**config.mk**
```make
export PLATFORM = sky130hd
export DESIGN_NAME = tcam_ctrl_flat
export DESIGN_NICKNAME = d
export VERILOG_FILES = /design/src/rtl/tcam_ctrl_if.sv /design/src/rtl/tcam_ctrl.sv /design/src/flat_wrapper.sv
export SDC_FILE = /design/constraint.sdc
export NUM_CORES = 1
export LEC_CHECK = 0
export CAP_MARGIN = 20
export CORE_MARGIN = 8
export CORE_UTILIZATION = 35
export CTS_CLUSTER_SIZE = 12
export DETAILED_ROUTE_END_ITERATION = 8
export PLACE_DENSITY = 0.66
export SETUP_SLACK_MARGIN = 0.02
export SYNTH_ARGS = -nofsm -noshare
export SYNTH_HDL_FRONTEND = slang
export SYNTH_SLANG_ARGS = --single-unit
```
**constraint.sdc**
```tcl
create_clock -name clk -period 2 [get_ports clk]
set_clock_uncertainty 0.15 [all_clocks]
set_input_delay 0.4 -clock clk [delete_from_list [all_inputs] [get_ports clk]]
set_output_delay 0.4 -clock clk [all_outputs]
set_load 0.005 [all_outputs]
```
**src/rtl/tcam_ctrl_if.sv**
```systemverilog
// Command/response handshake bundle between a requester and the TCAM controller.
interface tcam_ctrl_if;
  logic        cmd_valid;
  logic        cmd_ready;
  logic [1:0]  cmd_op;
  logic [15:0] cmd_data;
  logic [15:0] cmd_mask;
  logic        rsp_valid;
  logic        rsp_ready;
  logic        rsp_hit;
  logic [3:0]  rsp_index;
  logic        rsp_multi;
  logic        rsp_err;

  modport master (
    output cmd_valid, cmd_op, cmd_data, cmd_mask, rsp_ready,
    input  cmd_ready, rsp_valid, rsp_hit, rsp_index, rsp_multi, rsp_err
  );

  modport slave (
    input  cmd_valid, cmd_op, cmd_data, cmd_mask, rsp_ready,
    output cmd_ready, rsp_valid, rsp_hit, rsp_index, rsp_multi, rsp_err
  );
endinterface

```
**src/rtl/tcam_ctrl.sv**
```systemverilog
// Sequences write/search/clear commands onto a 16-entry TCAM and returns one
// response per command; tracks how many entries have been written since clear.
module tcam_ctrl (
  input  logic          clk,
  input  logic          reset,
  tcam_ctrl_if.slave    bus,
  output logic [4:0]    entry_count,
  output logic          tcam_reset,
  output logic          tcam_write_enable,
  output logic [15:0]   tcam_data,
  output logic [15:0]   tcam_mask,
  input  logic [15:0]   tcam_hits,
  input  logic          tcam_write_success
);

  typedef enum logic [2:0] {IDLE, WRITE, WCHK, SEARCH, SCAP, CLEAR, RESP} state_t;
  typedef enum logic [1:0] {
    OP_WRITE  = 2'b00,
    OP_SEARCH = 2'b01,
    OP_CLEAR  = 2'b10,
    OP_RSVD   = 2'b11
  } op_t;

  localparam logic [4:0] FULL = 5'd16;

  state_t      state_q, state_d;
  logic        init_done_q;
  logic [4:0]  count_q, count_d;
  logic [15:0] data_q, mask_q;
  logic        hit_q, multi_q, err_q;
  logic [3:0]  index_q;
  logic        load_rsp;
  logic        hit_d, multi_d, err_d;
  logic [3:0]  index_d;
  logic        accept;

  function automatic logic [3:0] lowest_set(input logic [15:0] v);
    lowest_set = 4'd0;
    for (int i = 15; i >= 0; i--)
      if (v[i]) lowest_set = 4'(i);
  endfunction

  assign accept = bus.cmd_valid && bus.cmd_ready;

  // NOTE: every variable gets a default before the case so no path infers a latch.
  always_comb begin
    state_d  = state_q;
    count_d  = count_q;
    load_rsp = 1'b0;
    hit_d    = 1'b0;
    index_d  = 4'd0;
    multi_d  = 1'b0;
    err_d    = 1'b0;
    unique case (state_q)
      IDLE: begin
        if (accept) begin
          unique case (op_t'(bus.cmd_op))
            OP_WRITE: begin
              if (count_q == FULL) begin
                state_d  = RESP;
                load_rsp = 1'b1;
                err_d    = 1'b1;
              end else begin
                state_d = WRITE;
              end
            end
            OP_SEARCH: state_d = SEARCH;
            OP_CLEAR:  state_d = CLEAR;
            OP_RSVD: begin
              state_d  = RESP;
              load_rsp = 1'b1;
              err_d    = 1'b1;
            end
          endcase
        end
      end
      WRITE:  state_d = WCHK;
      WCHK: begin
        state_d  = RESP;
        load_rsp = 1'b1;
        if (tcam_write_success) begin
          count_d = count_q + 5'd1;
          index_d = count_q[3:0];
        end else begin
          err_d = 1'b1;
        end
      end
      SEARCH: state_d = SCAP;
      SCAP: begin
        state_d  = RESP;
        load_rsp = 1'b1;
        hit_d    = |tcam_hits;
        index_d  = lowest_set(tcam_hits);
        multi_d  = (tcam_hits & (tcam_hits - 16'd1)) != 16'd0;
      end
      CLEAR: begin
        state_d  = RESP;
        load_rsp = 1'b1;
        count_d  = 5'd0;
      end
      RESP: if (bus.rsp_ready) state_d = IDLE;
      default: state_d = IDLE;
    endcase
  end

  // NOTE: sequential state uses non-blocking assignments so all flops update together.
  always_ff @(posedge clk or negedge reset) begin
    if (!reset) begin
      state_q     <= IDLE;
      init_done_q <= 1'b0;
      count_q     <= 5'd0;
      data_q      <= 16'd0;
      mask_q      <= 16'd0;
      hit_q       <= 1'b0;
      index_q     <= 4'd0;
      multi_q     <= 1'b0;
      err_q       <= 1'b0;
    end else begin
      state_q     <= state_d;
      init_done_q <= 1'b1;
      count_q     <= count_d;
      if (accept) begin
        data_q <= bus.cmd_data;
        mask_q <= bus.cmd_mask;
      end
      if (load_rsp) begin
        hit_q   <= hit_d;
        index_q <= index_d;
        multi_q <= multi_d;
        err_q   <= err_d;
      end
    end
  end

  // The TCAM is held in clear until the first clock edge after reset releases.
  assign tcam_reset        = !init_done_q || (state_q == CLEAR);
  assign tcam_write_enable = (state_q == WRITE);
  assign tcam_data         = data_q;
  assign tcam_mask         = mask_q;
  assign entry_count       = count_q;

  assign bus.cmd_ready = init_done_q && (state_q == IDLE);
  assign bus.rsp_valid = (state_q == RESP);
  assign bus.rsp_hit   = hit_q;
  assign bus.rsp_index = index_q;
  assign bus.rsp_multi = multi_q;
  assign bus.rsp_err   = err_q;

endmodule

```
**src/flat_wrapper.sv**
```systemverilog
// flat-port wrapper written by rule: the top's interface ports become plain ports
module tcam_ctrl_flat 
  (clk, reset, entry_count, tcam_reset, tcam_write_enable, tcam_data, tcam_mask, tcam_hits, tcam_write_success, bus_cmd_valid, bus_cmd_op, bus_cmd_data, bus_cmd_mask, bus_rsp_ready, bus_cmd_ready, bus_rsp_valid, bus_rsp_hit, bus_rsp_index, bus_rsp_multi, bus_rsp_err);
  tcam_ctrl_if bus_i ();
  input  logic clk;
  input  logic reset;
  output logic [4:0] entry_count;
  output logic tcam_reset;
  output logic tcam_write_enable;
  output logic [15:0] tcam_data;
  output logic [15:0] tcam_mask;
  input  logic [15:0] tcam_hits;
  input  logic tcam_write_success;
  input wire logic [$bits(bus_i.cmd_valid)-1:0] bus_cmd_valid;
  input wire logic [$bits(bus_i.cmd_op)-1:0] bus_cmd_op;
  input wire logic [$bits(bus_i.cmd_data)-1:0] bus_cmd_data;
  input wire logic [$bits(bus_i.cmd_mask)-1:0] bus_cmd_mask;
  input wire logic [$bits(bus_i.rsp_ready)-1:0] bus_rsp_ready;
  output wire logic [$bits(bus_i.cmd_ready)-1:0] bus_cmd_ready;
  output wire logic [$bits(bus_i.rsp_valid)-1:0] bus_rsp_valid;
  output wire logic [$bits(bus_i.rsp_hit)-1:0] bus_rsp_hit;
  output wire logic [$bits(bus_i.rsp_index)-1:0] bus_rsp_index;
  output wire logic [$bits(bus_i.rsp_multi)-1:0] bus_rsp_multi;
  output wire logic [$bits(bus_i.rsp_err)-1:0] bus_rsp_err;
  assign bus_i.cmd_valid = bus_cmd_valid;
  assign bus_i.cmd_op = bus_cmd_op;
  assign bus_i.cmd_data = bus_cmd_data;
  assign bus_i.cmd_mask = bus_cmd_mask;
  assign bus_i.rsp_ready = bus_rsp_ready;
  assign bus_cmd_ready = bus_i.cmd_ready;
  assign bus_rsp_valid = bus_i.rsp_valid;
  assign bus_rsp_hit = bus_i.rsp_hit;
  assign bus_rsp_index = bus_i.rsp_index;
  assign bus_rsp_multi = bus_i.rsp_multi;
  assign bus_rsp_err = bus_i.rsp_err;
  tcam_ctrl u_core (.clk(clk), .reset(reset), .bus(bus_i), .entry_count(entry_count), .tcam_reset(tcam_reset), .tcam_write_enable(tcam_write_enable), .tcam_data(tcam_data), .tcam_mask(tcam_mask), .tcam_hits(tcam_hits), .tcam_write_success(tcam_write_success));
endmodule
```
After elaboration in Yosys (flattened, before gate mapping)
Cells that the tools add are included.

Mux-type cells: 33. Add/sub/neg operators: 2. Reduce and logical (&&, ||, !) cells: 12. Bitwise gates (word level): 1. Equal/unequal tests: 13.

Operators by type and width (number): $mux W4 (17); $and A16 B16 Y16 (1); $reduce_bool A16 Y1 (1); $reduce_or A16 Y1 (1); $sub A16 B1 Y16 const B (1); $pmux W3 S5 (1); $pmux W3 S4 (1); $pmux W5 S2 (1); $eq A3 B3 Y1 const B (3); $mux W3 (3); $pmux W4 S2 (1); $eq A3 B2 Y1 const B (2); $pmux W1 S2 (3); $add A5 B1 Y5 const B (1); $eq A5 B5 Y1 const B (1); $mux W1 (5); $mux W5 (1); $eq A2 B2 Y1 const B (2); $ne A2 B2 Y1 const B (2); $reduce_and A2 Y1 (2); $eq A3 B1 Y1 const B (1); $logic_not A3 Y1 (1); $reduce_or A3 Y1 (1); $eq A2 B1 Y1 const B (1); other kinds (6) (7).

Output and inout port bits: 48. Bits in registers: 48. Bits of input ports: 55. Word-level logic and storage cells: 70.

Depth between registers and ports, before layout
Depth after elaboration: 17. Gate-level depth with buffers: 7. Mapped depth without buffers: 7.

Least setup slack after synthesis
Ideal clock, no wire load.

Path kind: reg2reg. From: reg u_core.count_q[0] (netlist: u_core.entry_count[0]). To: reg u_core.index_q[0] (netlist: u_core.bus.rsp_index[0]). Buffers on the path: 0. Clock period less this slack: 1.880 ns. Path slack: 0.120 ns. Library setup time: 0.134 ns. Cell stages (with the launch flop): 8. Arrival: 1.596 ns. Cell sequence: dfrtp_1 -> inv_1 -> ha_1 -> nor4bb_1 -> a21oi_1 -> o31a_1 -> a222oi_1 -> o21ai_1.

Cells in the longest elaborated chain, start to end: 5. Elaborated cells on any way between the ends: 7.

Ends and longest elaborated chain: from (decl) (RTL line tcam_ctrl.sv:28) `logic [4:0] count_q, count_d;`; from (signal assigned) (RTL line tcam_ctrl.sv:121) `count_q <= count_d;`; $eq A5 B5 Y1 (RTL line tcam_ctrl.sv:59) `if (count_q == FULL) begin`; $mux W1 (RTL line tcam_ctrl.sv:59); $pmux W1 S2 (RTL line tcam_ctrl.sv:57) `unique case (op_t'(bus.cmd_op))`; $mux W1 (RTL line tcam_ctrl.sv:56) `if (accept) begin`; $pmux W1 S2 (RTL line tcam_ctrl.sv:54) `unique case (state_q)`; to (signal assigned) (RTL line tcam_ctrl.sv:128) `index_q <= index_d;`; to (decl) (RTL line tcam_ctrl.sv:31) `logic [3:0] index_q;`.

Parallel ways exist; a longest one is shown, timed or not. A chain may end at the register's enable or synchronous reset.

Worst setup path in the final report
From: reg u_core.count_q[1] (netlist: u_core.entry_count[1]). To: reg u_core.index_q[0] (netlist: u_core.bus.rsp_index[0]).

Cells in the longest elaborated chain, start to end: 5.

Ends and longest elaborated chain (RTL line): $eq A5 B5 Y1 (tcam_ctrl.sv:59); $mux W1 (tcam_ctrl.sv:59); $pmux W1 S2 (tcam_ctrl.sv:57); $mux W1 (tcam_ctrl.sv:56); $pmux W1 S2 (tcam_ctrl.sv:54).

Every way passes these cells.

==> impl_metrics.env <==
export IMPL_cp_slowest_cell="dfrtp_1"
export IMPL_clkSlewWorstSetupHoldPaths_ns=0.09
export IMPL_antenna_left=0
export IMPL_diodes=0
export IMPL_synth_edf_count=0
export IMPL_die_area_um2=9790
export IMPL_ys_async_sr_fraction_pct=100
export IMPL_reg2reg_slack_ns=-0.09
export IMPL_grt_pass1_wl_um=11000
export IMPL_setup_viol=2
export IMPL_max_cap_viol_count=0
export IMPL_fp_dieW_um=99.0
export IMPL_grt_ovfl_total=0
export IMPL_num_io_pins=103
export IMPL_yosysWarnings=0
export IMPL_gp_congestion=0.789
export IMPL_outcome="finished, violations left"
export IMPL_violations="negative setup slack"
export IMPL_hold_path_class="flop to flop"
export IMPL_critical_path_endpoint="u_core.bus.rsp_index[0]"
export IMPL_root_buffer="clkbuf_8"
export IMPL_pre_cts_slack_ns=-0.337
export IMPL_clock_path_buffers=2
export IMPL_fin_crit_sh_pct=104
export IMPL_ir_drop_uv=722
export IMPL_synthToLayoutAreaGrowth_pct=71.6
export IMPL_cp_slowest_stage_delay_ns=0.41
export IMPL_post_synth_top_count_cell="dfrtp_1"
export IMPL_setup_ws_ns=-0.0868
export IMPL_wirelength_um=6970
export IMPL_crit_start="u_core.entry_count[1]"
export IMPL_netlist_top_cell_by_area="dfrtp_1"
export IMPL_portBuffers=102
export IMPL_drtIter0Drc=66
export IMPL_p_leak_nw=1.84
export IMPL_num_vias=2198
export IMPL_netlist_area_um2=2410
export IMPL_reg2reg_to="u_core.bus.rsp_index[0]"
export IMPL_fp_dieH_um=99.0
export IMPL_yosys_top_cells_count="dfrtp_1, mux2_2, nor2_1"
export IMPL_regArea_um2=1200
export IMPL_r2r_start="u_core.entry_count[1]"
export IMPL_worstPathRequired_ns=2.02
export IMPL_grtUsageTotal_pct=13.7
export IMPL_pwr_density_cell_nw_per_um2=1170
export IMPL_htree_levels=2
export IMPL_fmax_mhz=479
export IMPL_start_kind="flop"
export IMPL_reg2reg_depth=8
export IMPL_yosys_area_top_type_share_pct=49.9
export IMPL_dr_pass1_iters=4
export IMPL_layout_drive_gt1_share_pct=31.7
export IMPL_path_class="flop to flop"
export IMPL_ys_types=50
export IMPL_worstPathMaxFanout=2
export IMPL_clock_latency_ns=0.30
export IMPL_nets=421
export IMPL_cp_arrival_ns=2.10
export IMPL_tritoncts="done"
export IMPL_multi_input_area_um2=1240
export IMPL_wl_per_cell_um=15.8
export IMPL_fillers=590
export IMPL_grt_pass1_vias=2340
export IMPL_synth_ff_type="dfrtp_1"
export IMPL_core_area_um2=6720
export IMPL_rsz0062_at_grt="true"
export IMPL_crit_path_cell_trace="inv_2 -> ha_4 -> nor4bb_4 -> buf_4 -> a21oi_2 -> o31a_1 -> a222oi_1 -> o21ai_1"
export IMPL_synthesis_nets=270
export IMPL_grt_start_max_net_pins=49
export IMPL_synthTopCellsByArea="dfrtp_1, mux2_2, ha_1"
export IMPL_drc=0
export IMPL_clock_sinks=48
export IMPL_syn_avg_cell_area_um2=11.6
export IMPL_drv_slew=0
export IMPL_via_per_inst=5.00
export IMPL_initial_core_util_pct=35.8
export IMPL_rows=30
export IMPL_numCtsBuffers=5
export IMPL_fin_total_pwr_mw=4.84
export IMPL_dp_final_hpwl_um=5250
export IMPL_critPathCaptureType="flop"
export IMPL_grt_antenna_before_repair=0
export IMPL_seq_area_frac_synth_pct=49.9
export IMPL_ys_seq_elements=48
export IMPL_finalCriticalPeriod_ns=2.09
export IMPL_postSynthCellCount=208
export IMPL_finalHoldViolations=0
-- cells by family (layout without fill, tap and decap cells) --
group,Yosys count,after routing,share of synthesized area (%)
buffers and inverters,16,168,2.60
other,1,1,0.156
adder cells (fa/ha/maj),9,9,4.47
XOR/XNOR,4,4,1.45
multiplexers,33,33,15.4
flip-flops,48,48,49.9
AND/OR/NAND/NOR,56,56,13.6
AO/OA/AOI/OAI,41,41,12.5
-- cells in the final DEF, fill, tap and decap left out, drive strengths merged, types with 2 or more instances in the layout --
master,synthesis,layout
dfrtp,48,48
a2111oi,4,4
nand2,8,8
nor3b,2,2
nor3,6,6
o221ai,2,2
maj3,2,2
dlymetal6s2s,0,7
nand2b,5,5
ha,7,7
a211oi,2,2
nand4,2,2
and2,3,3
or3,2,2
inv,7,8
clkbuf,4,7
a221o,2,2
xor2,3,3
nand3,2,2
buf,5,52
a22oi,3,3
o31ai,3,3
o21ai,6,6
clkdlybuf4s50,0,91
nor4,3,3
nor4bb,2,2
or4,3,3
nor2,15,15
a21oi,9,9
mux2,32,32
-- report_power, final --
part           internal, mW  total [mW]  switching (mW)
registers              1.42        1.67           0.246
logic                  1.61        2.45           0.841
clock network         0.377       0.724           0.347
total                  3.40        4.84            1.43
-- sequential cells by signal (all words and copies together), names as in the netlist --
| name | flops |
|---|---|
| u_core.bus.rsp_multi | 1 |
| u_core.bus.rsp_index | 4 |
| u_core.bus.rsp_hit | 1 |
| u_core.entry_count | 5 |
| u_core.tcam_mask | 16 |
| u_core.state_q | 3 |
| u_core.tcam_data | 16 |
| u_core.bus.rsp_err | 1 |
| u_core.init_done_q | 1 |
-- how the worst min path moves through the flow --
stage	depth (start not counted)	slack, ns	end	startpoint
final	2	0.35	u_core.bus.rsp_hit	u_core.bus.rsp_hit
after global routing	1	0.37	u_core.tcam_data[0]	u_core.tcam_data[0]
after CTS	2	0.35	u_core.bus.rsp_hit	u_core.bus.rsp_hit
after detailed placement	2	0.26	u_core.tcam_mask[12]	reset
after global placement	2	0.26	u_core.tcam_data[0]	reset
after floorplan	0	-0.05	u_core.bus.rsp_err	reset
-- worst max-delay path, delay by kind of cell, from the launching register on --
kind / cells / cell delay [ns]
AOI/OAI and AO/OA: 4 / 0.85
DFF: 1 / 0.41
buffers and inverters: 2 / 0.26
and+or+nand+nor: 1 / 0.17
adders and majority gates: 1 / 0.12
-- through the flow --
| stage | hold WS [ns] | utilization, % | TNS, ns | area [um2] | instances |
|---|---|---|---|---|---|
| floorplan | -0.0456 | - | 0 | 2410 | 208 |
| global placement | 0.257 | 57.1 | -1.44 | 3840 | 424 |
| detailed placement | 0.257 | 57.1 | -1.56 | 3840 | 424 |
| CTS | 0.348 | 59.8 | -0.0959 | 4020 | 437 |
| global route | 0.373 | 61.5 | -0.292 | 4130 | 440 |
| finish | 0.348 | 61.5 | -0.104 | 4130 | 440 |
-- cell type report --
cell class,count,share of cell area (%)
repair buffers,153,34.9
multi-input cells,144,30.1
flip-flops and latches,48,29.1
well taps,80,2.42
clock buffers,5,1.67
clock inverters,3,1.12
inverters,7,0.636
-- layer usage --
metal	vias up	track usage (%)	wire length (um)
met5	-	0	0
met4	0	4.25	93
met3	7	3.66	389
met2	55	24.1	3710
met1	1067	15.6	2770
li1	1069	-	-
-- timing repair --
| action | in CTS | in global routing |
|---|---|---|
| endpoints found under the hold margin | 48 | 0 |
| pin swaps | 0 | 10 |
| setup buffers | 4 | 3 |
| resized for setup | 12 | 32 |
| setup endpoints to repair | 6 | 10 |
| hold buffers | 1 | 0 |
Note: power is estimated with default switching activity, not from simulation.
